$ cat config.mk
export PLATFORM = sky130hd
export DESIGN_NAME = rescale_relu_array
export DESIGN_NICKNAME = d
export VERILOG_FILES = /design/src/rtl/rescale_relu_array.sv
export SDC_FILE = /design/constraint.sdc
export NUM_CORES = 2
export LEC_CHECK = 0
export ABC_AREA = 1
export CORE_MARGIN = 2
export CORE_UTILIZATION = 55
export CTS_BUF_LIST = sky130_fd_sc_hd__clkbuf_16
export DETAILED_ROUTE_END_ITERATION = 8
export HOLD_SLACK_MARGIN = 0.1
export PLACE_DENSITY = 0.73
export RECOVER_POWER = 50
export SYNTH_ARGS = -nofsm -noshare
export SYNTH_HDL_FRONTEND = slang
export SYNTH_SLANG_ARGS = --single-unit
export TNS_END_PERCENT = 1
$ cat constraint.sdc
create_clock -name clk -period 21.5 [get_ports clk]
set_input_delay 2.15 -clock clk [delete_from_list [all_inputs] [get_ports clk]]
set_output_delay 2.15 -clock clk [all_outputs]
set_load 0.005 [all_outputs]
$ cat src/rtl/rescale_relu_array.sv
// Multi-lane requantiser: per-lane multiply by m0, rounding arithmetic shift by n,
// ReLU and saturation to OUT_W, with cnt/pos/valid travelling at the same 2-stage latency.
module rescale_relu_array #(
  parameter int CH      = 4,
  parameter int IN_W    = 32,
  parameter int OUT_W   = 8,
  parameter int M_W     = 8,
  parameter int SH_W    = 5,
  parameter int CNT_W   = 5,
  parameter int POS_W   = 4,
  parameter int M0_INIT = 59,
  parameter int N_INIT  = 11,
  parameter int ROUND   = 1
) (
  input  logic                  clk,
  input  logic                  rst_b,
  input  logic                  en,
  input  logic                  in_valid,
  input  logic [CH*IN_W-1:0]    in_data,
  input  logic [CNT_W-1:0]      cnt_in,
  input  logic [POS_W-1:0]      pos_in,
  input  logic                  cfg_we,
  input  logic [M_W-1:0]        cfg_m0,
  input  logic [SH_W-1:0]       cfg_n,
  output logic                  out_valid,
  output logic [CH*OUT_W-1:0]   out_data,
  output logic [CNT_W-1:0]      cnt_out,
  output logic [POS_W-1:0]      pos_out,
  output logic                  busy,
  output logic                  cfg_err,
  output logic [15:0]           sat_cnt
);

  localparam int PW = IN_W + M_W;
  localparam int SW = PW + 1;
  localparam logic signed [SW-1:0] OMAX_S = SW'(2**(OUT_W-1) - 1);

  logic signed [M_W-1:0]  m0_act;
  logic        [SH_W-1:0] n_act;

  logic signed [PW-1:0]   s1_p [CH];
  logic                   s1_valid;
  logic [CNT_W-1:0]       s1_cnt;
  logic [POS_W-1:0]       s1_pos;

  logic signed [PW-1:0]   prod [CH];
  logic [CH*OUT_W-1:0]    res_pack;
  logic [CH-1:0]          lane_sat;
  logic [15:0]            n_sat;
  logic [16:0]            sat_sum;
  logic [SW-1:0]          rnd_term;
  logic                   cfg_ok;

  assign busy   = s1_valid | out_valid;
  assign cfg_ok = cfg_we & ~busy & ~in_valid;

  // Both multiplicands are signed, so they are sign-extended to PW before multiplying.
  always_comb begin
    for (int k = 0; k < CH; k++) begin
      prod[k] = $signed(in_data[k*IN_W +: IN_W]) * m0_act;
    end
  end

  always_comb begin
    logic signed [SW-1:0] s;
    logic signed [SW-1:0] r;
    // NOTE: every variable gets a default before any branch so no latch is inferred.
    res_pack = '0;
    lane_sat = '0;
    n_sat    = '0;
    s        = '0;
    r        = '0;
    rnd_term = (ROUND != 0 && n_act != '0) ? (SW'(1) << (n_act - SH_W'(1))) : '0;
    for (int k = 0; k < CH; k++) begin
      s = {s1_p[k][PW-1], s1_p[k]} + rnd_term;
      r = s >>> n_act;
      if (r[SW-1]) begin
        res_pack[k*OUT_W +: OUT_W] = '0;
      end else if (r > OMAX_S) begin
        res_pack[k*OUT_W +: OUT_W] = OMAX_S[OUT_W-1:0];
        lane_sat[k]                = 1'b1;
      end else begin
        res_pack[k*OUT_W +: OUT_W] = r[OUT_W-1:0];
      end
      n_sat = n_sat + 16'(lane_sat[k]);
    end
    sat_sum = {1'b0, sat_cnt} + {1'b0, n_sat};
  end

  // NOTE: sequential state uses non-blocking assignments so every flop samples pre-edge values.
  always_ff @(posedge clk or negedge rst_b) begin
    if (!rst_b) begin
      // NOTE: the lane product flops are reset too; it is a small flop array, not a RAM,
      // and it keeps out_data deterministic after reset.
      for (int k = 0; k < CH; k++) s1_p[k] <= '0;
      s1_valid  <= 1'b0;
      s1_cnt    <= '0;
      s1_pos    <= '0;
      out_valid <= 1'b0;
      out_data  <= '0;
      cnt_out   <= '0;
      pos_out   <= '0;
    end else if (en) begin
      for (int k = 0; k < CH; k++) s1_p[k] <= prod[k];
      s1_valid  <= in_valid;
      s1_cnt    <= cnt_in;
      s1_pos    <= pos_in;
      out_valid <= s1_valid;
      out_data  <= res_pack;
      cnt_out   <= s1_cnt;
      pos_out   <= s1_pos;
    end
  end

  // Config loads ignore en; an accepted load can never coincide with a valid stage-2 capture.
  always_ff @(posedge clk or negedge rst_b) begin
    if (!rst_b) begin
      m0_act  <= M_W'(M0_INIT);
      n_act   <= SH_W'(N_INIT);
      cfg_err <= 1'b0;
      sat_cnt <= '0;
    end else begin
      cfg_err <= cfg_we & ~cfg_ok;
      if (cfg_ok) begin
        m0_act  <= cfg_m0;
        n_act   <= cfg_n;
        sat_cnt <= '0;
      end else if (en && s1_valid) begin
        sat_cnt <= sat_sum[16] ? 16'hFFFF : sat_sum[15:0];
      end
    end
  end

endmodule

==> Word-level counts from Yosys, hierarchy flattened <==
Index checks and enable logic that the tools add are counted.
{ "classes": {"n_addsub": 9, "n_mul": 4, "order_cmp": 4, "shift": 5, "n_mux": 20, "n_bitwise": 7, "reduce_logical": 3} }
{ "op_table": {"columns": ["operator", "n"], "rows": [
  ["41-bit adder", 4],
  ["41-bit by 8-bit greater-than comparator with 1-bit output (second input constant)", 4],
  ["41-bit by 5-bit >>> shifter with 41-bit output", 4],
  ["32-bit by 8-bit multiplier with 40-bit output", 4],
  ["8-bit 2-to-1 mux", 8],
  ["16-bit 2-to-1 mux", 3],
  ["41-bit 2-to-1 mux", 1],
  ["1-bit by 5-bit << shifter with 41-bit output (first input constant)", 1],
  ["16-bit by 4-bit adder with 17-bit output", 1],
  ["1-bit 2-to-1 mux", 8],
  ["5-bit nonzero test", 1],
  ["5-bit by 1-bit subtractor with 5-bit output (second input constant)", 1],
  ["3-bit by 1-bit adder with 4-bit output", 1],
  ["2-bit by 1-bit adder with 3-bit output", 1],
  ["1-bit AND", 3],
  ["1-bit inverter", 3],
  ["1-bit by 1-bit adder with 2-bit output", 1],
  ["2-bit nonzero test", 1],
  ["1-bit logical AND", 1],
  ["1-bit bitwise OR", 1]
]} }
{ "totals": {"register_bits": 242, "inputBits": 155, "out_inout_bits": 60} }

==> Logic depth before layout (Yosys ltp) <==
{ "depth": {"ltp_word": 15, "depth_mapped": 50, "depth_no_buf": 49} }

==> Worst setup path after synthesis <==
No wires, ideal clock.
{ "synth_path": {"kind": "input to register", "from": "input in_data[32]", "to": "register s1_p[118] (netlist bit)", "arrival_time_ns": 7.638, "required_ns": 21.367, "slack_ns": 13.729, "cell_stages": 29, "path_buffers": 1, "path_cell_list": "clkbuf_1 > or2_2 > fa_1 > fa_1 > inv_1 > fa_1 > inv_1 > fa_1 > inv_1 > ha_1 > inv_1 > o21ai_0 > a21oi_1 > o21ai_0 > a21oi_1 > o21ai_0 > a21boi_0 > o21bai_1 > a21oi_1 > o21ai_0 > a21oi_1 > o21ai_0 > a21oi_1 > nor2_1 > o21ai_0 > nand2_1 > nand2_1 > nand3_1 > o21ai_0"} }
{ "synth_via": {"elab_chain_len": 1} }
{ "synth_lines": {"columns": ["item", "line_no", "rtl"], "rows": [
  ["start: declaration", "19", "input logic [CH*IN_W-1:0] in_data,"],
  ["32-bit by 8-bit multiplier with 40-bit output", "60", "prod[k] = $signed(in_data[k*IN_W +: IN_W]) * m0_act;"],
  ["end: declaration", "41", "logic signed [PW-1:0] s1_p [CH];"]
]} }
No other way between the ends.
A chain may end at the register's enable or synchronous reset.

==> results.cfg <==
[logic_synthesis]
synth_ff_type = dfrtp_1
netlist_area_sq_mm = 0.0632
synth_common_cells = nand2_1, inv_1, nand3_1
synth_edf_count = 0
ys_ff_latch = 242
syn_avg_cell_area_sq_um = 6.44
synth_top_cell_by_area = fa_1
ys_async_sr_fraction_pct = 100
ys_warn_count = 0
synth_top_area_share_pct = 25.3
synthCells = 9809
synth_seq_area_share_pct = 9.60
ys_types = 64
synth_area_leaders = fa_1, nand2_1, inv_1, dfrtp_1, ha_1
yosysMostFrequentCell = nand2_1

[floorplanning]
die_h_um = 343
ioPinCount = 215
rows = 124
die_area_sq_mm = 0.118
start_util_pct = 55.4
core_area_sq_mm = 0.114
die_x_um = 343

[place]
hpwl_um = 176000
place_congestion = 1.02
dp_slack_ns = 12.29
numPortBuffers = 214

[timing]
max_freq_mhz = 94.9
hold_violations = 0
setup_viol = 0
tightest_slew_ns = 6.13
final.setup.tns_ns = 0
slew_headroom_pct = -309
maxSlewViolCount = 406
rsz0062_at_grt = no
finalCritPeriodShare_pct = 49.0
setup_slack_ns = 10.96
clock_skew_ns = 0.0405
fin_crit_ns = 10.54

[setup_path]
critPathMostFrequentCell = clkbuf_1
crit_chain = clkbuf_1, clkbuf_1, clkbuf_1, buf_4
cpPeakStageDelay_ns = 4.12
criticalPathCategory = in2async
crit_arrival_ns = 11.09
startpoint = rst_b
r2r-start = n_act[3]
crit_required_ns = 22.05
critPathLaunchType = primary input
endpoint_kind = asynchronous set/reset pin
crit_fanout = 93
critPathSlowestCell = clkbuf_1

[cts]
holdBufCountCts = 0
cts_tree = built
cts_buffers = 31
cts_root_buffer = clkbuf_16
numClockSinks = 242
insertion_delay_ns = 0.64
cts_setup_buffers = 0
cts_buffer_depth = 3
htree_levels = 1
cts.clk_slew.worst_paths_ns = 0.06
ctsResizeCount = 0

[cells_and_area]
area.growth.synth_to_final_pct = 6.18
drive_above_1_share_pct = 3.63
num-fill-cells = 11200
finalNetCount = 11000
register_area_sq_mm = 0.00611
multi_input_area_sq_mm = 0.0474

[routing]
vias_per_cell = 5.47
wl_per_cell_um = 19.0
drc = 0
routed-via-count = 61400
routed_wirelength_um = 213000
drt-initial-drc-count = 5431
firstDrtPassIters = 8
drtAntennaViolNets = 0

[grt]
grt_pass1_vias = 60500
grt_start_max_net_pins = 106
antenna_found_initial = 14
grt_use_total_pct = 36.3
gr-total-overflow = 0
grt_pass1_wl_um = 335000

[run]
maxCapViolCount = 7

[outcome]
outcome = finished, violations left
violations = max-capacitance violations, max-slew violations

[hold_path]
hp-start = out_data[2]
hp-class = reg2reg
-- metal layers --
| layer | up-vias | wire, um | global-route usage [%] |
|---|---|---|---|
| met5 | - | 41 | 0 |
| met4 | 6 | 8060 | 12.4 |
| met3 | 379 | 19500 | 5.15 |
| met2 | 2493 | 92100 | 56.4 |
| met1 | 29100 | 93000 | 52.0 |
| li1 | 29400 | - | - |
-- per-stage QoR --
step	cells	instance area, sq um	utilization, %	hold slack (ns)
detailed placement	11200	66100	57.9	0.464
global placement	11200	66100	57.9	0.465
CTS	11200	67200	58.8	0.481
floorplan	9812	63200	-	0.448
finish	11200	67100	58.8	0.469
global route	11200	67100	58.8	0.499
-- state kept, by name, indices dropped and copies added (netlist names) --
| signal | flops |
|---|---|
| cfg_err | 1 |
| cnt_out | 5 |
| m0_act | 8 |
| n_act | 5 |
| out_data | 32 |
| out_valid | 1 |
| pos_out | 4 |
| s1_cnt | 5 |
| s1_p | 160 |
| s1_pos | 4 |
| s1_valid | 1 |
| sat_cnt | 16 |
-- final timing paths --
check / cells after the start / endpoint / slack (ns)
hold reg to reg: 2 / out_data[2] / 0.47
setup reg to reg: 40 / sat_cnt[2] / 12.12
hold / removal: 2 / out_data[2] / 0.47
max in group clk: 7 / s1_p[6] / 11.98
setup / recovery: 4 / m0_act[2] / 10.96
min in group asynchronous: 1 / s1_p[39] / 3.70
-- worst max-delay path: cells and delay by family --
kind,cells,cell delay [ns]
buffers and inverters,4,8.80
-- placed cells by master (no fill, tap or decap), types with 51 or more instances in the layout --
cell,instances
a21oi_1,316
buf_4,51
clkdlybuf4s50_1,153
dfrtp_1,230
dlygate4sd3_1,59
fa_1,799
ha_1,390
inv_1,2122
nand2_1,2875
nand3_1,917
nor2_1,463
o21ai_0,399
o21ai_1,67
or2_2,133
xnor2_1,93
xor2_1,118
-- kinds of logic (layout without fill, tap and decap cells) --
logic type / Yosys count / in the layout / synth area share (%)
buffers and inverters: 2601 / 2494 / 15.5
muxes: 7 / 7 / 0.111
AOI/OAI and AO/OA: 982 / 982 / 8.49
other: 1 / 5 / 0.00593
adders and majority gates: 1189 / 1189 / 33.0
xor gates and xnor gates: 211 / 211 / 2.92
DFF: 242 / 242 / 9.60
and+or+nand+nor: 4576 / 4576 / 30.4
-- area by class of cell --
cell class | instances | area share [%]
tap | 1512 | 2.82
antenna | 1 | 0.00373
multi-input combinational | 6969 | 70.6
sequential | 242 | 9.10
clock buffer | 31 | 1.16
timing repair buffer | 269 | 3.77
clock inverter | 27 | 0.401
inverter | 2167 | 12.1
Power is not shown: default switching activity piles up to over one toggle a cycle in this logic, so the estimate is an artifact.
